===== config.mk =====
export PLATFORM = sky130hd
export DESIGN_NAME = hazard_ctrl_flat
export DESIGN_NICKNAME = d
export VERILOG_FILES = /design/src/rtl/hazard_ctrl_if.sv /design/src/rtl/hazard_ctrl.sv /design/src/flat_wrapper.sv
export SDC_FILE = /design/constraint.sdc
export NUM_CORES = 1
export LEC_CHECK = 0
export CAP_MARGIN = 5
export CORE_ASPECT_RATIO = 0.7
export CORE_MARGIN = 8
export CORE_UTILIZATION = 41
export DETAILED_ROUTE_END_ITERATION = 12
export PLACE_DENSITY = 0.91
export SYNTH_ARGS = -nofsm -noshare
export SYNTH_HDL_FRONTEND = slang
export SYNTH_SLANG_ARGS = --single-unit

===== constraint.sdc =====
create_clock -name CLK -period 5.61 [get_ports CLK]
set_input_delay 1.683 -clock CLK [delete_from_list [all_inputs] [get_ports CLK]]
set_output_delay 1.683 -clock CLK [all_outputs]
set_load 0.03 [all_outputs]

===== src/rtl/hazard_ctrl_if.sv =====
// Signal bundle between the 5-stage core's pipeline and its hazard controller.
// The pipeline (master) supplies register/control fields; the controller (slave) returns stall/flush/forward.
interface hazard_ctrl_if #(
  parameter int N     = 5,
  parameter int CNT_W = 16
);
  logic [N-1:0]     rsD, rtD, rsE, rtE;
  logic [N-1:0]     WriteRegE, WriteRegM, WriteRegW;
  logic             RegWriteE, RegWriteM, RegWriteW;
  logic             MemToRegE, MemToRegM;
  logic             BranchD, BranchTakenD, JumpD;
  logic             MduStartE, MduReadD;
  logic             StallF, StallD, FlushD, FlushE;
  logic [1:0]       ForwardAE, ForwardBE;
  logic             ForwardAD, ForwardBD;
  logic             MduBusy;
  logic [CNT_W-1:0] StallCnt;

  modport master (
    output rsD, rtD, rsE, rtE, WriteRegE, WriteRegM, WriteRegW,
           RegWriteE, RegWriteM, RegWriteW, MemToRegE, MemToRegM,
           BranchD, BranchTakenD, JumpD, MduStartE, MduReadD,
    input  StallF, StallD, FlushD, FlushE, ForwardAE, ForwardBE,
           ForwardAD, ForwardBD, MduBusy, StallCnt
  );

  modport slave (
    input  rsD, rtD, rsE, rtE, WriteRegE, WriteRegM, WriteRegW,
           RegWriteE, RegWriteM, RegWriteW, MemToRegE, MemToRegM,
           BranchD, BranchTakenD, JumpD, MduStartE, MduReadD,
    output StallF, StallD, FlushD, FlushE, ForwardAE, ForwardBE,
           ForwardAD, ForwardBD, MduBusy, StallCnt
  );
endinterface


===== src/rtl/hazard_ctrl.sv =====
// Hazard/sequencing controller: combinational forwarding and stall detection,
// an INIT/RUN/MDU FSM tracking the multi-cycle MDU, and a saturating stall counter.
module hazard_ctrl #(
  parameter int N       = 5,
  parameter int MDU_LAT = 4,
  parameter int CNT_W   = 16
) (
  input  logic          CLK,
  input  logic          CLR,
  hazard_ctrl_if.slave  hz
);
  localparam int CW = ($clog2(MDU_LAT + 1) < 3) ? 3 : $clog2(MDU_LAT + 1);

  typedef enum logic [1:0] {INIT, RUN, MDU} state_t;

  state_t           state, state_nxt;
  logic [CW-1:0]    cnt, cnt_nxt;
  logic [CNT_W-1:0] stall_cnt;
  logic             lwstall, brstall, mdustall, stall;

  // Register 0 is hard-wired, so it never creates a dependency.
  function automatic logic hit(input logic [N-1:0] a, input logic [N-1:0] b);
    return (a != '0) && (a == b);
  endfunction

  always_comb begin
    lwstall  = hz.MemToRegE && (hit(hz.WriteRegE, hz.rsD) || hit(hz.WriteRegE, hz.rtD));
    brstall  = hz.BranchD &&
               ((hz.RegWriteE && (hit(hz.WriteRegE, hz.rsD) || hit(hz.WriteRegE, hz.rtD))) ||
                (hz.MemToRegM && (hit(hz.WriteRegM, hz.rsD) || hit(hz.WriteRegM, hz.rtD))));
    mdustall = (state == MDU) && hz.MduReadD;
    stall    = lwstall || brstall || mdustall;
  end

  always_comb begin
    hz.ForwardAE = 2'b00;
    if (hz.RegWriteM && hit(hz.WriteRegM, hz.rsE))      hz.ForwardAE = 2'b10;
    else if (hz.RegWriteW && hit(hz.WriteRegW, hz.rsE)) hz.ForwardAE = 2'b01;
    hz.ForwardBE = 2'b00;
    if (hz.RegWriteM && hit(hz.WriteRegM, hz.rtE))      hz.ForwardBE = 2'b10;
    else if (hz.RegWriteW && hit(hz.WriteRegW, hz.rtE)) hz.ForwardBE = 2'b01;
    hz.ForwardAD = hz.RegWriteM && hit(hz.WriteRegM, hz.rsD);
    hz.ForwardBD = hz.RegWriteM && hit(hz.WriteRegM, hz.rtD);
  end

  // A stall holds the branch in Decode, so it must not be flushed; it re-resolves next cycle.
  always_comb begin
    hz.StallF = 1'b0;
    hz.StallD = 1'b0;
    hz.FlushD = 1'b1;
    hz.FlushE = 1'b1;
    if (state != INIT) begin
      hz.StallF = stall;
      hz.StallD = stall;
      hz.FlushE = stall;
      hz.FlushD = (hz.BranchTakenD || hz.JumpD) && !stall;
    end
  end

  always_comb begin
    state_nxt = state;
    cnt_nxt   = cnt;
    case (state)
      INIT: state_nxt = RUN;
      RUN: if (hz.MduStartE) begin
        state_nxt = MDU;
        cnt_nxt   = CW'(MDU_LAT);
      end
      MDU: begin
        cnt_nxt = cnt - CW'(1);
        if (cnt == CW'(1)) state_nxt = RUN;
      end
      default: state_nxt = INIT;
    endcase
  end

  always_ff @(posedge CLK or posedge CLR) begin
    if (CLR) begin
      state     <= INIT;
      cnt       <= '0;
      stall_cnt <= '0;
    end else begin
      state <= state_nxt;
      cnt   <= cnt_nxt;
      if ((state != INIT) && stall && (stall_cnt != '1))
        stall_cnt <= stall_cnt + CNT_W'(1);
    end
  end

  assign hz.MduBusy  = (state == MDU);
  assign hz.StallCnt = stall_cnt;
endmodule


===== src/flat_wrapper.sv =====
// flat-port wrapper written by rule: the top's interface ports become plain ports
module hazard_ctrl_flat 
#(
  parameter int N       = 5,
  parameter int MDU_LAT = 4,
  parameter int CNT_W   = 16
)
  (CLK, CLR, hz_rsD, hz_rtD, hz_rsE, hz_rtE, hz_WriteRegE, hz_WriteRegM, hz_WriteRegW, hz_RegWriteE, hz_RegWriteM, hz_RegWriteW, hz_MemToRegE, hz_MemToRegM, hz_BranchD, hz_BranchTakenD, hz_JumpD, hz_MduStartE, hz_MduReadD, hz_StallF, hz_StallD, hz_FlushD, hz_FlushE, hz_ForwardAE, hz_ForwardBE, hz_ForwardAD, hz_ForwardBD, hz_MduBusy, hz_StallCnt);
  hazard_ctrl_if #(.N(N), .CNT_W(CNT_W)) hz_i ();
  input  logic CLK;
  input  logic CLR;
  input wire logic [$bits(hz_i.rsD)-1:0] hz_rsD;
  input wire logic [$bits(hz_i.rtD)-1:0] hz_rtD;
  input wire logic [$bits(hz_i.rsE)-1:0] hz_rsE;
  input wire logic [$bits(hz_i.rtE)-1:0] hz_rtE;
  input wire logic [$bits(hz_i.WriteRegE)-1:0] hz_WriteRegE;
  input wire logic [$bits(hz_i.WriteRegM)-1:0] hz_WriteRegM;
  input wire logic [$bits(hz_i.WriteRegW)-1:0] hz_WriteRegW;
  input wire logic [$bits(hz_i.RegWriteE)-1:0] hz_RegWriteE;
  input wire logic [$bits(hz_i.RegWriteM)-1:0] hz_RegWriteM;
  input wire logic [$bits(hz_i.RegWriteW)-1:0] hz_RegWriteW;
  input wire logic [$bits(hz_i.MemToRegE)-1:0] hz_MemToRegE;
  input wire logic [$bits(hz_i.MemToRegM)-1:0] hz_MemToRegM;
  input wire logic [$bits(hz_i.BranchD)-1:0] hz_BranchD;
  input wire logic [$bits(hz_i.BranchTakenD)-1:0] hz_BranchTakenD;
  input wire logic [$bits(hz_i.JumpD)-1:0] hz_JumpD;
  input wire logic [$bits(hz_i.MduStartE)-1:0] hz_MduStartE;
  input wire logic [$bits(hz_i.MduReadD)-1:0] hz_MduReadD;
  output wire logic [$bits(hz_i.StallF)-1:0] hz_StallF;
  output wire logic [$bits(hz_i.StallD)-1:0] hz_StallD;
  output wire logic [$bits(hz_i.FlushD)-1:0] hz_FlushD;
  output wire logic [$bits(hz_i.FlushE)-1:0] hz_FlushE;
  output wire logic [$bits(hz_i.ForwardAE)-1:0] hz_ForwardAE;
  output wire logic [$bits(hz_i.ForwardBE)-1:0] hz_ForwardBE;
  output wire logic [$bits(hz_i.ForwardAD)-1:0] hz_ForwardAD;
  output wire logic [$bits(hz_i.ForwardBD)-1:0] hz_ForwardBD;
  output wire logic [$bits(hz_i.MduBusy)-1:0] hz_MduBusy;
  output wire logic [$bits(hz_i.StallCnt)-1:0] hz_StallCnt;
  assign hz_i.rsD = hz_rsD;
  assign hz_i.rtD = hz_rtD;
  assign hz_i.rsE = hz_rsE;
  assign hz_i.rtE = hz_rtE;
  assign hz_i.WriteRegE = hz_WriteRegE;
  assign hz_i.WriteRegM = hz_WriteRegM;
  assign hz_i.WriteRegW = hz_WriteRegW;
  assign hz_i.RegWriteE = hz_RegWriteE;
  assign hz_i.RegWriteM = hz_RegWriteM;
  assign hz_i.RegWriteW = hz_RegWriteW;
  assign hz_i.MemToRegE = hz_MemToRegE;
  assign hz_i.MemToRegM = hz_MemToRegM;
  assign hz_i.BranchD = hz_BranchD;
  assign hz_i.BranchTakenD = hz_BranchTakenD;
  assign hz_i.JumpD = hz_JumpD;
  assign hz_i.MduStartE = hz_MduStartE;
  assign hz_i.MduReadD = hz_MduReadD;
  assign hz_StallF = hz_i.StallF;
  assign hz_StallD = hz_i.StallD;
  assign hz_FlushD = hz_i.FlushD;
  assign hz_FlushE = hz_i.FlushE;
  assign hz_ForwardAE = hz_i.ForwardAE;
  assign hz_ForwardBE = hz_i.ForwardBE;
  assign hz_ForwardAD = hz_i.ForwardAD;
  assign hz_ForwardBD = hz_i.ForwardBD;
  assign hz_MduBusy = hz_i.MduBusy;
  assign hz_StallCnt = hz_i.StallCnt;
  hazard_ctrl #(.N(N), .MDU_LAT(MDU_LAT), .CNT_W(CNT_W)) u_core (.CLK(CLK), .CLR(CLR), .hz(hz_i));
endmodule

==> results of run 1 <==
state kept, by name (all words and copies together) (netlist names):
| register | count |
|---|---|
| u_core.hz.StallCnt | 16 |
| u_core.cnt | 3 |
| u_core.state | 2 |
where the power goes:
group          switching [mW]  internal, mW
Combinational           0.203         0.170
Sequential             0.0539         0.189
Clock                  0.0485        0.0507
Total                   0.305         0.410
per-stage QoR:
stage	setup WS [ns]	TNS (ns)	utilization
finish	0.119	0	0.647
global route	0.0229	0	0.647
CTS	0.0283	0	0.644
detailed placement	-0.0183	-0.0183	0.633
global placement	0.0486	0	0.633
floorplan	0.359	0	-
worst max-delay path, delay by kind of cell:
kind	cells	cell delay (ns)
simple gates	4	0.69
buf+inv	2	1.43
final timing paths:
path / slack, ns / startpoint / depth (start not counted) / endpoint
max: 0.12 / hz_WriteRegM[3] / 6 / hz_ForwardAE[1]
min: 0.51 / u_core.hz.StallCnt[8] / 1 / u_core.hz.StallCnt[8]
max reg2reg: 3.60 / u_core.hz.StallCnt[6] / 7 / u_core.hz.StallCnt[6]
min reg2reg: 0.51 / u_core.hz.StallCnt[8] / 1 / u_core.hz.StallCnt[8]
max in group asynchronous: 3.27 / CLR / 2 / u_core.hz.StallCnt[3]
min in group asynchronous: 1.86 / CLR / 2 / u_core.hz.StallCnt[14]
cell usage in the layout, fill, tap and decap left out, types with 2 or more instances in the layout:
cell type	count
a21oi_1	8
and2_1	2
and3_1	3
buf_4	12
clkbuf_8	3
clkdlybuf4s50_1	66
dfrtp_1	21
dlymetal6s2s_1	4
ha_1	3
inv_1	6
nand2_1	8
nand2b_1	2
nand3_1	10
nand4_1	7
nor2_1	12
nor2b_1	3
nor3_1	6
nor4_1	4
o21ai_0	5
or4_1	3
xnor2_1	21
xor2_1	34
per-layer routing:
layer | vias up | GRT usage | part of all wire
met5 | - | 0 | 0
met4 | 0 | 0.0302 | 0.0044
met3 | 5 | 0.0443 | 0.048
met2 | 30 | 0.244 | 0.46
met1 | 746 | 0.212 | 0.49
li1 | 790 | - | -
cells by family after synthesis:
logic type,share of synthesized area
DFF,0.317
buffers and inverters,0.0482
and+or+nand+nor,0.224
adders and majority gates,0.0226
muxes,0.00678
AOI/OAI and AO/OA,0.0919
xor gates and xnor gates,0.290
layout make-up:
class	instances	area [µm²]
multi-input combinational	147	1050
timing repair buffer	83	810
sequential	21	526
clock buffer	4	45.0
inverter	6	22.5
tap	52	65.1
fill	345	1380
what timing repair did:
item	in CTS	in global routing
endpoints found under the setup margin	1	4
gates resized for setup	1	4
cloned	0	0
==> metrics.cfg, run 1 <==
[cts]
cts_sinks=21
clkSlewWorstSetupHoldPaths_ns=0.07
cts-root-buf=clkbuf_8
clock_latency_ns=0.26
ctsHoldBuffers=0
h-tree-depth=1
tritoncts=done
cts_buffer_depth=2
post-cts-setup-buffers=0
numCtsBuffers=3

[die]
fp.dieW_um=92.1
row_count=19
core_area_um2=3900
start_util=0.426
dieArea_um2=6370
die_h_um=69.2
ios=74

[logic_synthesis]
synthTopCellsByArea=dfrtp_1, xor2_1, xnor2_1
synth_common_cells=xor2_1, dfrtp_1, xnor2_1
yosysMostFrequentCell=xor2_1
ys_seq_area_frac=0.317
yosysTopAreaCellShare=0.317
syn_nets=233
syn_inst=183
synth_edf_count=0
async_reset_ff_frac=1.00
yosysTopAreaCell=dfrtp_1
syn_avg_cell_area_um2=9.07
ys_ff_latch=21
netlist_area_um2=1660
synth.distinct_cells=38
synth-main-ff-cell=dfrtp_1
yosys_warnings=0

[setup_path]
cp.arrival_ns=3.81
crit_path_start_kind=input pin
crit_type=in2out
worstPathRequired_ns=3.93
slowest_delay_ns=0.75
crit_fanout=5
cp_slowest_cell=clkdlybuf4s50_1
crit_chain=clkdlybuf4s50_1 > nor3_1 > nand2_1 > nand2_1 > nor4_1 > clkdlybuf4s50_1
crit_path_end_kind=output pin

[run_status]
status=finished, final reports clean

[timing]
relSlewSlack=0.490
fin_crit_ns=5.49
worst_slew_pin_slew_ns=0.763
hold_violations=0
maxSlewViolCount=0
clock_skew_ns=0.00543
final-setup-viol-count=0
rsz0062_at_grt=false
period_share=0.979
fmax_mhz=182
hold_slack_ns=0.512

[power_and_ir_drop]
p_leak_nw=1.09
p_total_mw=0.715
ir_drop_mv=0.301
pwr_density_cell_nw_per_um2=283

[placement]
placed_cells=309
placed_area_um2=2470
hpwlAfterDp_mm=4.27
gp_congestion=0.864
portBuffers=73

[routing]
vias=1571
viasPerCell=5.02
wirelength_mm=5.05
drt_iter0_markers=102
wl_per_cell_um=16.1
drtAntennaViolNets=0
drc=0
dr.pass1.iters=4

[layout]
fin_cells=313
final_cell_area_um2=2520
syn_to_final_growth_pct=51.9
drive_above_1_share=0.0920
antenna_cells=0
layout.nets=312

[worst_hold_path]
worstHoldPathType=reg2reg

[global_route]
grt_use_total=0.158
antenna_found_initial=0
overflow=0
grt_max_degree=22
grt_pass1_wl_mm=8.16
grt_pass1_vias=1612

[job]
cap_violations=0

No activity file was read; power rests on OpenSTA's default activity.
==> run 2: changes to the inputs <==
--- a/config.mk
+++ b/config.mk
@@ -8,9 +8,10 @@
 export CAP_MARGIN = 5
 export CORE_ASPECT_RATIO = 0.7
 export CORE_MARGIN = 8
-export CORE_UTILIZATION = 41
+export CORE_UTILIZATION = 30
 export DETAILED_ROUTE_END_ITERATION = 12
-export PLACE_DENSITY = 0.91
+export PLACE_DENSITY = 0.73
+export SLEW_MARGIN = 10
 export SYNTH_ARGS = -nofsm -noshare
 export SYNTH_HDL_FRONTEND = slang
 export SYNTH_SLANG_ARGS = --single-unit
==> run 2 against run 1 <==
Power barely moved. Flip-flop and latch count did not move. Design area rose by 1.8%. Wire length rose by 2.9%. Register-to-register slack got worse by 0.05 ns. Die area rose by 29%. Maximum frequency rose by 1.4%. Via count fell by 1.8%. Setup slack improved by 0.077 ns. Sequential power barely moved. Largest power group unchanged. Sequential share of layout area fell by 0.37 points. Worst hold slack got worse by 0.012 ns. Largest cell class unchanged.
==> metrics.cfg, run 2 (same netlist as run 1, synthesis figures left out) <==
[run_status]
status=finished, final reports clean

[setup_path]
worstPathRequired_ns=3.93  ; about the same
crit_fanout=5  ; unchanged
crit_path_end_kind=output pin
slowest_delay_ns=0.69  ; -0.06 ns
crit_buf_inv=3  ; +1
cp.arrival_ns=3.73  ; -0.08 ns
crit_type=in2out
path_delay_family=buffers and inverters
cp_common_cell=clkdlybuf4s50_1
cp_slowest_cell=clkdlybuf4s50_1
crit_path_start_kind=input pin
crit_chain=clkdlybuf4s50_1 > xor2_1 > nor3_1 > nand3_1 > buf_4 > nor2_1 > clkdlybuf4s50_1
ff2ff_setup_slack_ns=3.55  ; -0.05 ns

[placement]
portBuffers=73  ; unchanged
placed_area_um2=2510  ; +1.8%
placed_cells=332  ; +7.4%
hpwlAfterDp_mm=4.33  ; +1.5%
gp_congestion=0.824  ; -4.6%

[cts]
h-tree-depth=1  ; unchanged
cts_resized=1  ; unchanged
numCtsBuffers=3  ; unchanged
post-cts-setup-buffers=0  ; unchanged
cts_buffer_depth=2  ; unchanged
cts_sinks=21  ; unchanged
ctsHoldBuffers=0  ; unchanged
tritoncts=done
clkSlewWorstSetupHoldPaths_ns=0.07  ; about the same
clock_latency_ns=0.26  ; about the same
cts-root-buf=clkbuf_8

[layout]
final_cell_area_um2=2570  ; +1.8%
antenna_cells=0  ; unchanged
syn_to_final_growth_pct=54.6
layout.nets=315  ; +0.96%
final_common_cell=clkdlybuf4s50_1
layout_common_cells=clkdlybuf4s50_1, xor2_1, xnor2_1, dfrtp_1, buf_4
largest_reg_flops=16  ; unchanged
fillCellCount=507  ; +47%
fin_cells=336  ; +7.3%
drive_above_1_share=0.106  ; +0.0141

[power_and_ir_drop]
ir_drop_mv=0.160  ; -47%
seqPwrFrac=0.341  ; about the same
swShare=0.425  ; -0.00212
pwr-share-clk=0.140  ; about the same
pwr_density_cell_nw_per_um2=278  ; -1.8%
p_comb_frac=0.519  ; -0.002
internal_power_mw=0.411  ; +0.31%
switching_power_mw=0.304  ; -0.56%
p_leak_nw=1.10  ; +1.5%

[global_route]
grt_use_met2=0.192  ; -0.0522
gr-usage-met1=0.174  ; -0.0374
grt_pass1_vias=1589  ; -1.4%
grt_max_degree=22  ; unchanged
antenna_found_initial=0  ; unchanged
grt-busiest-layer=met2
use_met3=0.0294  ; -0.0150
overflow=0  ; unchanged
grt_pass1_wl_mm=8.45  ; +3.6%
grt_use_total=0.126  ; -0.0318

[die]
fp.dieW_um=105  ; +14%
ios=74  ; unchanged
die_h_um=78.2  ; +13%
row_count=22  ; +3
core_area_um2=5290  ; +36%
dieArea_um2=8210  ; +29%
start_util=0.314  ; -0.112

[timing]
rsz0062_at_grt=false
fin_crit_ns=5.41  ; -0.0767 ns
hold_violations=0  ; unchanged
hold_slack_ns=0.500  ; -0.0124 ns
relSlewSlack=0.449  ; -0.0418
period_share=0.965  ; -0.0137
clock_skew_ns=0.00256  ; -0.00286 ns
worst_slew_pin_slew_ns=0.826  ; +0.0627 ns
fmax_mhz=185  ; +1.4%
maxSlewViolCount=0  ; unchanged
final-setup-viol-count=0  ; unchanged

[routing]
dr.pass1.iters=4  ; unchanged
drt_iter0_markers=57  ; -44%
vias=1543  ; -1.8%
wl_per_cell_um=15.5  ; -4.2%
drc=0  ; unchanged
wirelength_mm=5.19  ; +2.9%
drtAntennaViolNets=0  ; unchanged
viasPerCell=4.59  ; -8.5%

[job]
cap_violations=0  ; unchanged

[worst_hold_path]
worstHoldPathType=reg2reg

==> run 2: cell count changes in the layout (fill, tap and decap cells not counted), sizes merged <==
cell / previous run / this run
buf: 12 / 16
clkdlybuf4s50: 66 / 65
==> run 2: path summary, 6_finish.rpt <==
kind                                            start               endpoint  depth (start not counted)
worst max-delay path                  hz_WriteRegM[3]           hz_ForwardAD                          7
worst min-delay path            u_core.hz.StallCnt[8]  u_core.hz.StallCnt[8]                          1
worst max register to register  u_core.hz.StallCnt[6]  u_core.hz.StallCnt[6]                          7
worst min register to register  u_core.hz.StallCnt[8]  u_core.hz.StallCnt[8]                          1
max in group asynchronous                         CLR  u_core.hz.StallCnt[2]                          2
min in group asynchronous                         CLR          u_core.cnt[0]                          2
==> run 2: metrics by stage <==
step / worst slack, ns / util / total power, mW / setup TNS [ns]
after CTS: 0.0240 / 0.484 / 0.723 / 0
after floorplan: 0.359 / - / 0.471 / 0
after global placement: 0.0125 / 0.476 / 0.620 / 0
after global routing: 0.101 / 0.486 / 0.768 / 0
final: 0.195 / 0.486 / 0.714 / 0
after detailed placement: -0.00478 / 0.476 / 0.624 / -0.00478
==> run 2: power by group through the flow <==
stage / Sequential [mW] / Clock, mW / Combinational (mW)
2_1_floorplan: 0.266 / 0 / 0.205
3_3_place_gp: 0.246 / 0 / 0.374
3_5_place_dp: 0.247 / 0 / 0.377
4_1_cts: 0.245 / 0.102 / 0.376
5_1_grt: 0.254 / 0.111 / 0.403
6_report: 0.244 / 0.0997 / 0.371
==> run 2: cell type report <==
type,instances,area (µm²),share of cell area
multi-input cells,147,1050,0.411
repair buffers,86,830,0.323
flip-flops and latches,21,526,0.205
well taps,72,90.1,0.0351
clock buffers,4,45.0,0.0175
inverters,6,22.5,0.00877
==> run 2: worst register-to-register path, stage by stage (launching register included) <==
cell and delay (ns):
dfrtp_1 0.44, and4_4 0.29, nand4_4 0.14, o311ai_1 0.30
o22a_2 0.20, nand2_2 0.17, and3_1 0.26, xor2_1 0.14
==> run 2: per-layer routing <==
metal | vias up | wire [µm]
met2 | 29 | 2330
met1 | 717 | 2600
met4 | 0 | 44
met5 | - | 0
li1 | 792 | -
met3 | 5 | 214
==> run 3: changes to the inputs <==
--- a/config.mk
+++ b/config.mk
@@ -10,7 +10,6 @@
 export CORE_MARGIN = 8
 export CORE_UTILIZATION = 30
 export DETAILED_ROUTE_END_ITERATION = 12
-export PLACE_DENSITY = 0.73
 export SLEW_MARGIN = 10
 export SYNTH_ARGS = -nofsm -noshare
 export SYNTH_HDL_FRONTEND = slang
==> run 3 against run 2 <==
Clock skew fell by 0.00051 ns. Power is 0.49% lower. Wire length fell by 0.79%. Design area fell by 1.0%. Critical path type unchanged. Highest routed layer unchanged.
==> metrics.cfg, run 3 (same netlist as run 1, synthesis figures left out) <==
[timing]
final-setup-viol-count=0  ; unchanged
hold_violations=0  ; unchanged
period_share=0.971  ; +0.00584
clock_skew_ns=0.00206  ; -0.000508 ns
maxSlewViolCount=0  ; unchanged
rsz0062_at_grt=false
worst_slew_pin_slew_ns=0.822  ; -0.00389 ns
fin_crit_ns=5.45  ; +0.0327 ns
hold_slack_ns=0.504  ; +0.00406 ns
layout_setup_ws_ns=0.163  ; -0.0327 ns
final.setup.tns_ns=0  ; unchanged
relSlewSlack=0.451  ; +0.00260
fmax_mhz=184  ; -0.60%

[layout]
antenna_cells=0  ; unchanged
fillCellCount=533  ; +5.1%
layout.nets=311  ; -1.3%
largest_reg_flops=16  ; unchanged
final_common_cell=clkdlybuf4s50_1
syn_to_final_growth_pct=53.1
drive_above_1_share=0.0923  ; -0.0138
layout_common_cells=clkdlybuf4s50_1, xor2_1, xnor2_1, dfrtp_1

[routing]
wl_per_cell_um=15.5  ; +0.41%
viasPerCell=4.69  ; +2.1%
drc=0  ; unchanged
wirelength_mm=5.15  ; -0.79%
dr.pass1.iters=4  ; unchanged
vias=1556  ; +0.84%
drt_iter0_markers=81  ; +42%
drtAntennaViolNets=0  ; unchanged

[global_route]
gr-usage-met1=0.175  ; +0.000649
grt_use_met2=0.185  ; -0.00694
grt_max_degree=22  ; unchanged
grt_pass1_vias=1580  ; -0.57%
grt_use_total=0.124  ; -0.00152
overflow=0  ; unchanged
use_met3=0.0367  ; +0.00734
grt-busiest-layer=met2
antenna_found_initial=0  ; unchanged
grt_pass1_wl_mm=8.38  ; -0.82%

[die]
die_h_um=78.2  ; unchanged
core_area_um2=5290  ; unchanged
row_count=22  ; unchanged
start_util=0.314  ; unchanged
ios=74  ; unchanged
fp.dieW_um=105  ; unchanged
dieArea_um2=8210  ; unchanged

[setup_path]
crit_path_start_kind=input pin
crit_path_end_kind=output pin
worstPathRequired_ns=3.93  ; about the same
crit_fanout=5  ; unchanged
cp.arrival_ns=3.76  ; +0.03 ns
slowest_delay_ns=0.71  ; +0.02 ns
cp_slowest_cell=clkdlybuf4s50_1
cp_common_cell=clkdlybuf4s50_1
crit_chain=clkdlybuf4s50_1 > xor2_1 > nor3_2 > nand3_1 > buf_4 > nor2_1 > clkdlybuf4s50_1
crit_type=in2out

[cts]
tritoncts=done
cts_buffer_depth=2  ; unchanged
numCtsBuffers=3  ; unchanged
h-tree-depth=1  ; unchanged
cts_sinks=21  ; unchanged
clock_latency_ns=0.26  ; about the same
post-cts-setup-buffers=0  ; unchanged
clkSlewWorstSetupHoldPaths_ns=0.07  ; about the same
cts-root-buf=clkbuf_8

[power_and_ir_drop]
pwr_density_cell_nw_per_um2=280  ; +0.54%
p_leak_nw=1.10  ; -0.25%
ir_drop_mv=0.261  ; +63%

[worst_hold_path]
worstHoldPathType=reg2reg

[placement]
portBuffers=73  ; unchanged
hpwlAfterDp_mm=4.34  ; +0.18%
dpl_worst_slack_ns=0.0462  ; +0.0510 ns
gp_congestion=0.855  ; +3.7%

[run_status]
status=finished, final reports clean

[job]
cap_violations=0  ; unchanged

## run 3: power by group
group	internal (mW)	switching [mW]
clock network	0.0506	0.0487
registers	0.189	0.0535
logic	0.167	0.202
total	0.407	0.304
## run 3: per-layer routing
layer / wire [µm] / part of all wire
met5: 0 / 0
met4: 43 / 0.0083
met3: 286 / 0.056
met2: 2160 / 0.42
met1: 2660 / 0.52
## run 3: worst max-delay path: cells and delay by family
family,cells,cell delay (ns)
buffers and inverters,3,1.43
XOR/XNOR,1,0.24
AND/OR/NAND/NOR,3,0.41
## run 3: final cells by class
class                   instances  area (µm²)  share of cell area
clock buffers                   4        45.0              0.0177
inverters                       6        22.5             0.00886
multi-input cells             147        1050               0.415
flip-flops and latches         21         526               0.207
well taps                      72        90.1              0.0355
repair buffers                 82         803               0.316
## run 3: timing repair
item	4_1_cts	5_1_grt
endpoints found under the setup margin	0	5
endpoints found under the hold margin	0	0
hold buffers	0	0
gates resized for setup	0	5
## run 3: through the flow
stage	total power, mW	instance area (µm²)	util	instances
after floorplan	0.471	1660	-	183
after global placement	0.613	2480	0.470	328
after detailed placement	0.615	2480	0.470	328
after CTS	0.720	2530	0.478	332
after global routing	0.766	2540	0.481	332
final	0.711	2540	0.481	332
## run 3: final timing paths
path,start,end,slack (ns),cells past startpoint
max,hz_WriteRegM[3],hz_ForwardBD,0.16,7
min,u_core.hz.StallCnt[8],u_core.hz.StallCnt[8],0.50,1
max reg2reg,u_core.hz.StallCnt[5],u_core.hz.StallCnt[6],3.58,7
min reg2reg,u_core.hz.StallCnt[8],u_core.hz.StallCnt[8],0.50,1
max in group asynchronous,CLR,u_core.hz.StallCnt[1],3.22,2
min in group asynchronous,CLR,u_core.cnt[0],1.88,2
